[src/rtl/dl_rom_pkg.sv]
// rtl/dl_rom_pkg.sv - shared types, region map and address decode for the download router
//
// Purpose: FSM state enum, ROM region enum, region base/limit constants,
//          the FIFO entry struct {sel, addr, data} and the push-time decode.
// Ports:   none (package).
package dl_rom_pkg;

  typedef enum logic [1:0] {
    ST_IDLE  = 2'd0,
    ST_LOAD  = 2'd1,
    ST_DRAIN = 2'd2,
    ST_DONE  = 2'd3
  } dl_state_e;

  typedef enum logic [1:0] {
    REGION_CPU  = 2'd0,
    REGION_SND  = 2'd1,
    REGION_GFX  = 2'd2,
    REGION_PROM = 2'd3
  } region_e;

  localparam logic [17:0] CPU_BASE   = 18'h00000;
  localparam logic [17:0] CPU_LIMIT  = 18'h17FFF;
  localparam logic [17:0] SND_BASE   = 18'h18000;
  localparam logic [17:0] SND_LIMIT  = 18'h1FFFF;
  localparam logic [17:0] GFX_BASE   = 18'h20000;
  localparam logic [17:0] GFX_LIMIT  = 18'h2FFFF;
  localparam logic [17:0] PROM_BASE  = 18'h30000;
  localparam logic [17:0] PROM_LIMIT = 18'h3FFFF;

  typedef struct packed {
    region_e     sel;
    logic [16:0] addr;
    logic [7:0]  data;
  } fifo_entry_t;

  // Every region is at most 0x18000 bytes, so the offset always fits 17 bits.
  function automatic fifo_entry_t decode_entry(input logic [17:0] addr, input logic [7:0] data);
    fifo_entry_t e;
    e.data = data;
    if (addr <= CPU_LIMIT) begin
      e.sel  = REGION_CPU;
      e.addr = 17'(addr - CPU_BASE);
    end else if (addr <= SND_LIMIT) begin
      e.sel  = REGION_SND;
      e.addr = 17'(addr - SND_BASE);
    end else if (addr <= GFX_LIMIT) begin
      e.sel  = REGION_GFX;
      e.addr = 17'(addr - GFX_BASE);
    end else begin
      e.sel  = REGION_PROM;
      e.addr = 17'(addr - PROM_BASE);
    end
    return e;
  endfunction

endpackage

[src/rtl/dl_fifo.sv]
// rtl/dl_fifo.sv - synchronous FIFO between the download port and the ROM write port
//
// Purpose: FIFO_DEPTH-entry buffer of entry_t with wrap-bit pointers.
// Ports:   clk_sys, reset_n (async, active-low)
//          push, push_data  - write side; accepted when not full or popping this cycle
//          pop              - read side; ignored when empty
//          head             - entry at the read pointer (valid when !empty)
//          full, empty      - occupancy flags
module dl_fifo #(
  parameter int  FIFO_DEPTH = 4,
  parameter type entry_t    = logic [7:0]
) (
  input  logic   clk_sys,
  input  logic   reset_n,
  input  logic   push,
  input  entry_t push_data,
  input  logic   pop,
  output entry_t head,
  output logic   full,
  output logic   empty
);

  localparam int PTR_W = $clog2(FIFO_DEPTH);
  localparam logic [PTR_W:0] PTR_ONE = {{PTR_W{1'b0}}, 1'b1};

  entry_t           mem [FIFO_DEPTH];
  logic [PTR_W:0]   wr_ptr;
  logic [PTR_W:0]   rd_ptr;
  logic             do_push;
  logic             do_pop;

  // The extra MSB distinguishes a full buffer from an empty one when the
  // index bits coincide.
  assign empty   = (wr_ptr == rd_ptr);
  assign full    = (wr_ptr[PTR_W] != rd_ptr[PTR_W]) &&
                   (wr_ptr[PTR_W-1:0] == rd_ptr[PTR_W-1:0]);
  assign do_pop  = pop && !empty;
  assign do_push = push && (!full || do_pop);
  assign head    = mem[rd_ptr[PTR_W-1:0]];

  always_ff @(posedge clk_sys or negedge reset_n) begin
    if (!reset_n) begin
      wr_ptr <= '0;
      rd_ptr <= '0;
    end else begin
      if (do_push) wr_ptr <= wr_ptr + PTR_ONE;
      if (do_pop)  rd_ptr <= rd_ptr + PTR_ONE;
    end
  end

  // Storage needs no reset: the pointers reset to empty, so stale contents
  // are never presented.
  always_ff @(posedge clk_sys) begin
    if (do_push) mem[wr_ptr[PTR_W-1:0]] <= push_data;
  end

endmodule

[src/rtl/dl_rom_router.sv]
// rtl/dl_rom_router.sv - routes download bytes to the four ROM regions through a FIFO
//
// Purpose: tracks a download session (IDLE/LOAD/DRAIN/DONE), decodes each
//          accepted byte to {region, offset}, buffers it and presents it on
//          a valid/ready ROM write port. Optional macro DL_CHECKSUM_EN adds a
//          16-bit running byte sum; without it checksum is tied to zero.
// Ports:   clk_sys, reset_n (async, active-low)
//          dn_active, dn_wr, dn_addr[ADDR_W], dn_data[8]      - download side
//          rom_wr, rom_ready, rom_sel[2], rom_addr[17], rom_data[8] - ROM side
//          busy, done, overflow (sticky), byte_count[ADDR_W+1], checksum[16]
module dl_rom_router
  import dl_rom_pkg::*;
#(
  parameter int FIFO_DEPTH = 4,
  parameter int ADDR_W     = 18
) (
  input  logic              clk_sys,
  input  logic              reset_n,
  input  logic              dn_active,
  input  logic              dn_wr,
  input  logic [ADDR_W-1:0] dn_addr,
  input  logic [7:0]        dn_data,
  output logic              rom_wr,
  input  logic              rom_ready,
  output logic [1:0]        rom_sel,
  output logic [16:0]       rom_addr,
  output logic [7:0]        rom_data,
  output logic              busy,
  output logic              done,
  output logic              overflow,
  output logic [ADDR_W:0]   byte_count,
  output logic [15:0]       checksum
);

  localparam logic [ADDR_W:0] CNT_ONE = {{ADDR_W{1'b0}}, 1'b1};

  dl_state_e   state_q;
  dl_state_e   state_d;
  logic        act_q;
  logic        act_rise;
  logic        act_fall;
  logic        enter_load;
  logic        wr_attempt;
  logic        push;
  logic        pop;
  logic        drop;
  logic        fifo_full;
  logic        fifo_empty;
  fifo_entry_t push_entry;
  fifo_entry_t head;

  assign act_rise   = dn_active && !act_q;
  assign act_fall   = !dn_active && act_q;
  assign enter_load = (state_d == ST_LOAD) && (state_q != ST_LOAD);

  // A pop frees a slot in the same edge, so a full FIFO still takes a byte
  // when the ROM side is draining.
  assign wr_attempt = (state_q == ST_LOAD) && dn_wr;
  assign pop        = !fifo_empty && rom_ready;
  assign push       = wr_attempt && (!fifo_full || pop);
  assign drop       = wr_attempt && fifo_full && !pop;

  assign push_entry = decode_entry(dn_addr[17:0], dn_data);

  dl_fifo #(
    .FIFO_DEPTH (FIFO_DEPTH),
    .entry_t    (fifo_entry_t)
  ) u_fifo (
    .clk_sys   (clk_sys),
    .reset_n   (reset_n),
    .push      (push),
    .push_data (push_entry),
    .pop       (pop),
    .head      (head),
    .full      (fifo_full),
    .empty     (fifo_empty)
  );

  // Payload is forced to zero while nothing is queued so the port idles clean.
  assign rom_wr   = !fifo_empty;
  assign rom_sel  = rom_wr ? head.sel  : 2'b00;
  assign rom_addr = rom_wr ? head.addr : 17'h00000;
  assign rom_data = rom_wr ? head.data : 8'h00;

  always_ff @(posedge clk_sys or negedge reset_n) begin
    if (!reset_n) begin
      state_q <= ST_IDLE;
      act_q   <= 1'b0;
    end else begin
      state_q <= state_d;
      act_q   <= dn_active;
    end
  end

  always_comb begin
    state_d = state_q;
    busy    = 1'b0;
    done    = 1'b0;
    case (state_q)
      ST_IDLE: begin
        if (act_rise) state_d = ST_LOAD;
      end
      ST_LOAD: begin
        busy = 1'b1;
        if (act_fall) state_d = ST_LOAD == ST_LOAD ? ST_DRAIN : ST_LOAD;
      end
      ST_DRAIN: begin
        busy = 1'b1;
        if (act_rise)        state_d = ST_LOAD;
        else if (fifo_empty) state_d = ST_DONE;
      end
      ST_DONE: begin
        done = 1'b1;
        if (act_rise) state_d = ST_LOAD;
      end
      default: state_d = ST_IDLE;
    endcase
  end

  always_ff @(posedge clk_sys or negedge reset_n) begin
    if (!reset_n) begin
      byte_count <= '0;
      overflow   <= 1'b0;
    end else if (enter_load) begin
      byte_count <= '0;
      overflow   <= 1'b0;
    end else begin
      if (push && (byte_count != '1)) byte_count <= byte_count + CNT_ONE;
      if (drop) overflow <= 1'b1;
    end
  end

`ifdef DL_CHECKSUM_EN
  logic [15:0] checksum_q;

  always_ff @(posedge clk_sys or negedge reset_n) begin
    if (!reset_n) begin
      checksum_q <= 16'h0000;
    end else if (enter_load) begin
      checksum_q <= 16'h0000;
    end else if (push) begin
      checksum_q <= checksum_q + {8'h00, dn_data};
    end
  end

  assign checksum = checksum_q;
`else
  assign checksum = 16'h0000;
`endif

endmodule

[config.mk]
export PLATFORM = sky130hd
export DESIGN_NAME = dl_rom_router
export DESIGN_NICKNAME = d
export VERILOG_FILES = /design/src/rtl/dl_rom_pkg.sv /design/src/rtl/dl_fifo.sv /design/src/rtl/dl_rom_router.sv
export SDC_FILE = /design/constraint.sdc
export NUM_CORES = 1
export LEC_CHECK = 0
export CELL_PAD_IN_SITES_DETAIL_PLACEMENT = 2
export CELL_PAD_IN_SITES_GLOBAL_PLACEMENT = 2
export CORE_AREA = 2 2 88 175
export DETAILED_ROUTE_END_ITERATION = 12
export DIE_AREA = 0 0 90 177
export MAX_ROUTING_LAYER = met4
export PLACE_DENSITY = 0.79
export SLEW_MARGIN = 20
export SYNTH_ARGS = -nofsm -noshare
export SYNTH_HDL_FRONTEND = slang
export SYNTH_SLANG_ARGS = --single-unit
[constraint.sdc]
create_clock -name clk_sys -period 6.9 [get_ports clk_sys]
set_input_delay 1.38 -clock clk_sys [delete_from_list [all_inputs] [get_ports clk_sys]]
set_output_delay 1.38 -clock clk_sys [all_outputs]
set_load 0.005 [all_outputs]
==> results of run 1 <==
## worst max-delay path by stage
stage / to / startpoint
after floorplan: u_fifo.mem[0][0] / dn_wr
after global placement: rom_addr[11] / u_fifo.rd_ptr[0]
after detailed placement: rom_sel[0] / u_fifo.rd_ptr[0]
after CTS: rom_data[6] / u_fifo.rd_ptr[0]
after global routing: rom_sel[0] / u_fifo.rd_ptr[0]
final: rom_addr[11] / u_fifo.rd_ptr[0]
## flip-flops by register name, summed over array words and instances (netlist names)
register / count
state_q: 2
byte_count: 19
u_fifo.wr_ptr: 3
u_fifo.rd_ptr: 3
overflow: 1
u_fifo.mem: 108
act_q: 1
## synth_stat cells (6+ instances only)
master	number	share of area, %
nand2_1	16	1.0
nor2_1	11	0.70
mux4_2	27	10
and2_1	35	3.7
buf_4	17	2.2
dfrtp_1	29	12
a21oi_1	6	0.51
inv_1	9	0.57
xnor2_1	6	0.89
ha_1	9	1.9
clkbuf_1	8	0.51
edfxtp_1	108	55
nand3_1	9	0.76
## per-layer routing
metal / up-vias / wire length, um
met5: - / 0
met4: 0 / 169
met3: 14 / 445
met2: 82 / 7641
met1: 1808 / 5777
li1: 1545 / -
## through the flow
step           power [mW]  worst slack [ns]  cells  hold slack, ns  area, um^2
3_3_place_gp        2.056             2.529    629          0.4756        6874
4_1_cts             3.019             1.845    661          0.4981        7455
2_1_floorplan       1.611             3.798    378          0.4356        5966
3_5_place_dp        2.104             2.349    629          0.4761        6874
5_1_grt             3.123             1.991    661          0.5219        7457
6_report            2.969             2.277    661          0.4888        7457
## layout make-up
type / count / share of cell area [%]
Multi-Input combinational cell: 202 / 23.88
Tap cell: 195 / 3.272
Clock inverter: 14 / 2.030
Sequential cell: 137 / 53.27
Timing Repair Buffer: 86 / 11.34
Inverter: 9 / 0.4530
Clock buffer: 18 / 5.755
## report_power, final
part / switching, mW / internal, mW
Sequential: 0.101 / 0.982
Combinational: 0.428 / 0.569
Clock: 0.378 / 0.511
Total: 0.907 / 2.06
## logic make-up (layout without fill, tap and decap cells)
group,after synthesis,count (layout)
AOI/OAI and AO/OA,38,38
muxes,31,31
DFF,137,137
other,1,16
xor gates and xnor gates,11,11
adders and majority gates,9,9
buffers and inverters,39,127
and+or+nand+nor,97,97
## cell usage in the layout (no fill, tap or decap), drive strengths merged, types with 2 or more instances in the layout
master,Yosys,routed
a211oi,3,3
a21oi,6,6
a31oi,3,3
and2,35,35
and3,2,2
and4,3,3
buf,22,6
clkbuf,8,18
clkdlybuf4s50,0,80
clkinv,0,3
clkinvlp,0,2
conb,1,16
dfrtp,29,29
edfxtp,108,108
ha,9,9
inv,9,17
mux2i,3,3
mux4,27,27
nand2,16,16
nand2b,4,4
nand3,11,11
nand4,3,3
nor2,11,11
nor3,4,4
nor4,2,2
o211ai,5,5
o21a,3,3
o21ai,3,3
o31ai,5,5
or4,4,4
xnor2,6,6
xor2,5,5
==> results.md, run 1 <==
* Post-synthesis cell count at 363
* Die X at 90 um
* H-Tree Depth at 4
* Clock Latency Late Sink at 0.42 ns
* Final #Nets at 493
* Pleak at 2.660 nW
* Post-Route Skew at 0.007822 ns
* Power Dens Cells at 398.2 nW/um^2
* Yosys warns at 0
* N_diodes at 0
* FF-to-FF Start: u_fifo.rd_ptr[0]
* Cts bufs inserted at 17
* Min Tclk post-route at 4.623 ns
* R2r setup slk at 3.95 ns
* Hold path start: act_q
* M1 GR Usage at 22.92%
* Sequential fraction of the synthesis area at 67.16%
* Worst min-delay path class: flop to flop
* Synth Area in Compound Gates at 4.806%
* Largest net degree at the start of global routing at 31
* Clk buf depth at 2
* Initial drt markers at 152
* Largest family of logic cells by synthesized area: multiplexers
* Routed WL at 14.03 mm
* TritonCTS clock tree: built
* Worst Setup End Kind: output pin
* Mean Syn Cell Area at 16.28 um^2
* Synth Area in Simple Gates at 9.782%
* Peak Freq at 0.2163 GHz
* VDD IR-drop max at 0.1882 mV
* Reg clk slew, reported paths at 0.06 ns
* CTS sink cnt at 137
* Worst path cell trace: xnor2_1 -> and3_1 -> inv_1 -> and2_1 -> clkdlybuf4s50_1
* First-pass DRT Iterations at 4
* ANT nets after route at 0
* FP Rows at 63
* Largest stage delay on the critical path at 0.82 ns
* Multiplexer area fraction after synthesis at 10.99%
* RSZ-0062 raised after global routing: false
* Area grow syn2layout at 26.19%
* Dpl hpwl at 8.862 mm
* GRT Overall Usage at 19.14%
* Register area at 3973 um^2
* Critical path class: flop to output pin
* M2 GR Usage at 32.21%
* First-pass GRT wire length at 22.37 mm
* Final Hold Vio Count at 0
* Layout Utilization at 50.86%
* Fin crit share at 67.00%
* Initial antenna violation count at 0
* DR vias/cell at 5.218
* Vias in the first global route at 3,886
* Status: completed
* CP delay by family, top: buffers and inverters
* Total gr overflow at 0
* Actual slew at the worst max-slew pin at 1.001 ns
* Cells on worst reg2reg path at 5
* Hold Path Stages at 1
* Post-synth EDFFs at 108
* Core Box Area at 14,660 um^2
* Ys async rst share at 21.17%
* Slew Viols, Final at 0
* Post-CTS Setup Repair Bufs at 0
* Post-synthesis xor/xnor area fraction at 1.630%
* Hold endpoint: state_q[0]
* Synthesis-stage register bit count at 137
* DRC at 0
* Synthesized cell area at 5909 um^2
* Fraction of layout cells with a size suffix above 1 at 15.45%
* Met3 GRT Util at 4.174%
* Crit path buffers/inverters at 2
* GR peak layer: met2
* Cell variety after synth at 49
* CTS root buffer: clkbuf_16
* Port Buffers at 80
* Slowest-stage cell, CP: dfrtp_4
* Die height at 177 um
* Reg-to-Reg End: u_fifo.wr_ptr[2]
* CP arrival at 3.24 ns
* Number of cells on the critical path at 5
* Max cap viols at 0
* Type of origin of the critical path: flop
* Routability congestion estimate at 0.7270
* Data required, critical path at 5.52 ns
* Post-synthesis adder-cell area fraction at 1.906%
* CTS Hold Bufs at 0
* Setup violations, final at 0
* Rel. slew slack at 32.42%
* DR vias at 3,449
* Area taken by multi-input logic gates at 1780 um^2
* Top FF cell, synth: edfxtp_1
* Post_cts resized at 0
* I/O pin cnt at 97
* Setup TNS Final at 0 ns
* Wirelength per Cell at 21.23 um
* Initial Util at 40.31%
* FILL cells at 1,392
* Crit-path max FO at 30
* Die area at 15,930 um^2
(Power assumes the default switching activity.)
==> inputs of run 2 (changes only) <==
CORE_AREA = 2 2 92 182   (was 2 2 88 175)
DIE_AREA = 0 0 94 184   (was 0 0 90 177)
PLACE_DENSITY = 0.74   (was 0.79)
clock period = 4.8 ns   (was 6.9 ns; I/O delays follow)
==> results.md, run 2 (synthesized netlist as in run 1, its figures left out) <==
* Status: completed
* DR vias/cell at 5.084 (-2.6%)
* Final #Nets at 495 (+0.41%)
* Hold endpoint: state_q[0]
* Die X at 94 um (+4.4%)
* N_diodes at 0 (unchanged)
* Met3 wire length at 457 um (+2.7%)
* Clock Latency Late Sink at 0.42 ns (about the same)
* Setup TNS Final at 0 ns (unchanged)
* Reg-to-Reg End: u_fifo.mem[1][9]
* DR vias at 3,401 (-1.4%)
* Fraction of layout cells with a size suffix above 1 at 14.96% (-0.49 points)
* Post-CTS Setup Repair Bufs at 0 (unchanged)
* Actual slew at the worst max-slew pin at 1.002 ns (+0.001534 ns)
* Dpl hpwl at 9.190 mm (+3.7%)
* Max cap viols at 0 (unchanged)
* Routability congestion estimate at 0.7502 (+3.2%)
* Worst Setup End Kind: output pin
* Clk buf depth at 2 (unchanged)
* Routed WL at 13.50 mm (-3.8%)
* Cells on worst reg2reg path at 6 (+1)
* Largest net degree at the start of global routing at 31 (unchanged)
* Final Total Pwr at 4.227 mW (+42%)
* Finished Layout Cells at 669 (+1.2%)
* Critical path class: flop to output pin
* H-Tree Depth at 4 (unchanged)
* Initial antenna violation count at 0 (unchanged)
* TritonCTS clock tree: built
* Wirelength per Cell at 20.18 um (-5.0%)
* Reg clk slew, reported paths at 0.06 ns (about the same)
* Port Buffers at 80 (unchanged)
* Power Dens Cells at 566.7 nW/um^2 (+42%)
* Max FFs per register at 108 (unchanged)
* Die area at 17,300 um^2 (+8.6%)
* CTS sink cnt at 137 (unchanged)
* R2r setup slk at 2.02 ns (-1.93 ns)
* Type of origin of the critical path: flop
* First-pass GRT wire length at 21.46 mm (-4.1%)
* FF-to-FF Start: state_q[1]
* Pleak at 2.652 nW (-0.29%)
* Met2 WL post-DR at 7.861 mm (+2.9%)
* DP Cell Count at 637 (+1.3%)
* Core Box Area at 15,860 um^2 (+8.2%)
* Setup violations, final at 0 (unchanged)
* Die height at 184 um (+4.0%)
* Most common cell after layout, fill and taps aside: edfxtp_1
* M1 WL at 5.028 mm (-13%)
* Layout Utilization at 47.03% (-3.8 points)
* Peak Freq at 0.2705 GHz
* I/O pin cnt at 97 (unchanged)
* Initial Util at 37.26% (-3.0 points)
* Hold Path Stages at 1 (unchanged)
* ANT nets after route at 0 (unchanged)
* Post_cts resized at 0 (unchanged)
* Commonest non-fill, non-tap cells in the layout: edfxtp_1, clkdlybuf4s50_1, and2_1, dfrtp_1, mux4_2
* Vias in the first global route at 3,854 (-0.82%)
* Area grow syn2layout at 26.21% (about the same)
* Hold path start: act_q
* Data required, critical path at 3.84 ns (-1.68 ns)
* Worst min-delay path class: flop to flop
* Final Hold Vio Count at 0 (unchanged)
* Crit-path max FO at 30 (unchanged)
* Total gr overflow at 0 (unchanged)
* Cts bufs inserted at 17 (unchanged)
* VDD IR-drop max at 0.3949 mV (+110%)
* Post-Route Skew at 0.006121 ns (-0.001701 ns)
* RSZ-0062 raised after global routing: false
* DRC at 0 (unchanged)
* Max layer used: met4
* GRT Overall Usage at 17.38% (-1.8 points)
* CTS root buffer: clkbuf_16
* Min Tclk post-route at 3.697 ns
* CP arrival at 2.74 ns (-0.50 ns)
* Initial drt markers at 96 (-37%)
* CTS Hold Bufs at 0 (unchanged)
* First-pass DRT Iterations at 4 (unchanged)
* Rel. slew slack at 32.31% (-0.10 points)
* Slew Viols, Final at 0 (unchanged)
* FP Rows at 65 (+3.2%)
* Fin crit share at 77.02%
[run 2: critical path, stage by stage, from the launching register on]
cell and delay [ns]:
dfrtp_1 0.42, xnor2_1 0.20, and3_1 0.28, inv_1 0.62, and2_1 0.26, clkdlybuf4s50_1 0.53
[run 2: layout make-up]
class | count | area, um^2
tap | 201 | 251.5
sequential | 137 | 3970
inverter | 9 | 33.78
multi-input combinational | 202 | 1780
clock buffer | 18 | 429.2
timing repair buffer | 88 | 860.8
fill | 1496 | 8401
clock inverter | 14 | 132.6
[run 2: report_power, final]
group | switching [mW] | internal (mW) | leakage [nW]
logic | 0.687 | 0.824 | 1.03
registers | 0.0688 | 1.41 | 1.36
clock network | 0.482 | 0.755 | 0.262
total | 1.24 | 2.99 | 2.65
[run 2: worst max path at each step]
stage / start / end / slack [ns] / depth (start not counted)
2_1_floorplan: dn_wr / u_fifo.mem[0][0] / 2.12 / 4
3_3_place_gp: rom_ready / u_fifo.mem[1][3] / 1.39 / 5
3_5_place_dp: rom_ready / u_fifo.mem[1][10] / 1.38 / 5
4_1_cts: u_fifo.wr_ptr[1] / rom_sel[1] / 1.00 / 5
5_1_grt: u_fifo.wr_ptr[1] / rom_sel[1] / 0.89 / 5
6_report: u_fifo.wr_ptr[0] / rom_sel[1] / 1.10 / 5
[run 2: per-layer routing]
metal,up-vias,global-route usage [%]
li1,1540,-
met1,1765,18.81
met2,84,30.86
met3,12,4.551
met4,0,5.159
met5,-,-
[run 2: metrics by stage]
step | setup slack, ns | hold slack (ns) | area, um^2
6_report | 1.103 | 0.4889 | 7458
5_1_grt | 0.8863 | 0.5096 | 7458
4_1_cts | 1.001 | 0.4841 | 7458
3_5_place_dp | 1.383 | 0.4737 | 6897
3_3_place_gp | 1.395 | 0.4512 | 6897
2_1_floorplan | 2.118 | 0.4356 | 5966
==> inputs of run 3 (changes only) <==
clock period = 3.6 ns   (was 4.8 ns; I/O delays follow)
==> results.md, run 3 (synthesized netlist as in run 1, its figures left out) <==
* ANT nets after route at 0 (unchanged)
* TritonCTS clock tree: built
* DR vias at 3,447 (+1.4%)
* CTS sink cnt at 137 (unchanged)
* Slowest-stage cell, CP: and3_1
* GRT Overall Usage at 17.69% (+0.31 points)
* Reg-to-Reg End: byte_count[6]
* Largest stage delay on the critical path at 0.47 ns (-0.15 ns)
* Initial Util at 37.26% (unchanged)
* Peak Freq at 0.2967 GHz
* DR vias/cell at 5.129 (+0.90%)
* First-pass DRT Iterations at 5 (+1)
* Hold endpoint: state_q[0]
* I/O pin cnt at 97 (unchanged)
* Hold WS at 0.5029 ns (+0.01400 ns)
* Worst path cell trace: xnor2_1 -> and3_1 -> clkinvlp_4 -> buf_4 -> and2_1 -> clkdlybuf4s50_1
* VDD IR-drop max at 0.5363 mV (+36%)
* Power Dens Cells at 767.9 nW/um^2 (+36%)
* Final #Nets at 498 (+0.61%)
* Crit path buffers/inverters at 3 (+1)
* N_diodes at 0 (unchanged)
* Commonest non-fill, non-tap cells in the layout: edfxtp_1, clkdlybuf4s50_1, and2_1, dfrtp_1, mux4_2
* Fin crit share at 93.63%
* Pleak at 2.702 nW (+1.9%)
* H-Tree Depth at 4 (unchanged)
* CP delay by family, top: buffers and inverters
* RSZ-0062 raised after global routing: false
* FP Rows at 65 (unchanged)
* Setup WS post-layout at 0.2292 ns (-0.8740 ns)
* R2r setup slk at 1.25 ns (-0.77 ns)
* Initial drt markers at 91 (-5.2%)
* Type of origin of the critical path: flop
* Worst min-delay path class: flop to flop
* Routability congestion estimate at 0.7166 (-4.5%)
* Max FFs per register at 108 (unchanged)
* Crit-path max FO at 15 (-50%)
* Largest net degree at the start of global routing at 31 (unchanged)
* Cells on worst reg2reg path at 7 (+1)
* Post-Route Skew at 0.007632 ns (+0.001511 ns)
* DRC at 0 (unchanged)
* Total gr overflow at 0 (unchanged)
* Clock Latency Late Sink at 0.41 ns (about the same)
* Initial antenna violation count at 0 (unchanged)
* Clk buf depth at 2 (unchanged)
* Hold path start: act_q
* Routed WL at 14.08 mm (+4.3%)
* FF-to-FF Start: state_q[1]
* Die area at 17,300 um^2 (unchanged)
* Final Hold Vio Count at 0 (unchanged)
* Die X at 94 um (unchanged)
* Max cap viols at 0 (unchanged)
* Final Total Pwr at 5.782 mW (+37%)
* Setup violations, final at 0 (unchanged)
* Min Tclk post-route at 3.371 ns
* Area grow syn2layout at 27.42%
* Critical path class: flop to output pin
* Place WS at 0.5338 ns (-0.8492 ns)
* Worst Setup End Kind: output pin
* Status: completed
* Hold Path Stages at 1 (unchanged)
* Slew Viols, Final at 0 (unchanged)
* Most common cell after layout, fill and taps aside: edfxtp_1
* Cts bufs inserted at 17 (unchanged)
* Setup TNS Final at 0 ns (unchanged)
* Dpl hpwl at 9.141 mm (-0.54%)
* Wirelength per Cell at 20.95 um (+3.8%)
* Reg clk slew, reported paths at 0.06 ns (about the same)
* Port Buffers at 80 (unchanged)
* CP arrival at 2.65 ns (-0.09 ns)
* Rel. slew slack at 60.79% (+28 points)
* CTS root buffer: clkbuf_16
* Data required, critical path at 2.88 ns (-0.96 ns)
* Core Box Area at 15,860 um^2 (unchanged)
* First-pass GRT wire length at 22.07 mm (+2.8%)
* FILL cells at 1,469 (-1.8%)
* Die height at 184 um (unchanged)
* CTS Hold Bufs at 0 (unchanged)
* Actual slew at the worst max-slew pin at 0.5882 ns (-0.4139 ns)
* Fraction of layout cells with a size suffix above 1 at 16.77% (+1.8 points)
* Vias in the first global route at 3,969 (+3.0%)
-- run 3: changes by cell type in the layout (fill, tap and decap cells not counted), sizes merged --
cell      delta
inv          +1
buf          +2
clkbuf       +6
bufinv       -2
clkinv       -3
clkinvlp     -1
-- run 3: what timing repair did --
action,in CTS,in global routing
setup buffers,0,2
resized for setup,0,2
setup endpoints to repair,1,27
cloned,0,1
hold endpoints to repair,0,0
-- run 3: area by class of cell --
| type | count | area, um^2 | share of cell area (%) |
|---|---|---|---|
| sequential | 137 | 3970 | 52.73 |
| multi-input combinational | 202 | 1780 | 23.65 |
| timing repair buffer | 90 | 875.8 | 11.63 |
| clock buffer | 24 | 555.5 | 7.378 |
| tap | 201 | 251.5 | 3.340 |
| clock inverter | 8 | 51.30 | 0.6813 |
| inverter | 9 | 37.54 | 0.4985 |
| timing repair inverter | 1 | 7.507 | 0.09970 |
-- run 3: stage by stage --
| step | instance area [um^2] | util (%) | cells |
|---|---|---|---|
| after floorplan | 5966 | - | 378 |
| after global placement | 6897 | 43.49 | 637 |
| after detailed placement | 6897 | 43.49 | 637 |
| after CTS | 7503 | 47.31 | 669 |
| after global routing | 7530 | 47.48 | 672 |
| final | 7530 | 47.48 | 672 |
-- run 3: worst reg2reg max path: stages (launching register included) --
cell     delay [ns]
dfrtp_1        0.45
inv_1          0.10
ha_1           0.28
nand2_1        0.15
a41o_1         0.28
a21o_1         0.35
or4_1          0.48
a21oi_1        0.18
-- run 3: layer usage --
metal	share of wire [%]	GRT usage, %	vias up
met5	0	-	-
met1	37	18.48	1788
met4	1.6	6.841	0
met3	3.0	3.526	16
li1	-	-	1550
met2	58	32.09	93
-- run 3: where the power goes --
group          leakage, nW  internal (mW)  switching [mW]
sequential            1.36           1.88          0.0926
combinational         1.04           1.13           0.957
clock                0.304           1.08           0.646
total                 2.70           4.09            1.70
-- run 3: worst max path at each step --
stage                           from                to  slack, ns  depth (start not counted)
floorplan                 state_q[1]  u_fifo.mem[0][0]       1.15                          6
global placement    u_fifo.wr_ptr[0]        rom_sel[1]       0.62                          5
detailed placement  u_fifo.wr_ptr[0]       rom_addr[3]       0.53                          5
CTS                 u_fifo.wr_ptr[0]       rom_addr[3]     -0.005                          5
global route        u_fifo.wr_ptr[0]      rom_addr[15]       0.05                          6
finish              u_fifo.wr_ptr[0]       rom_addr[3]       0.23                          6
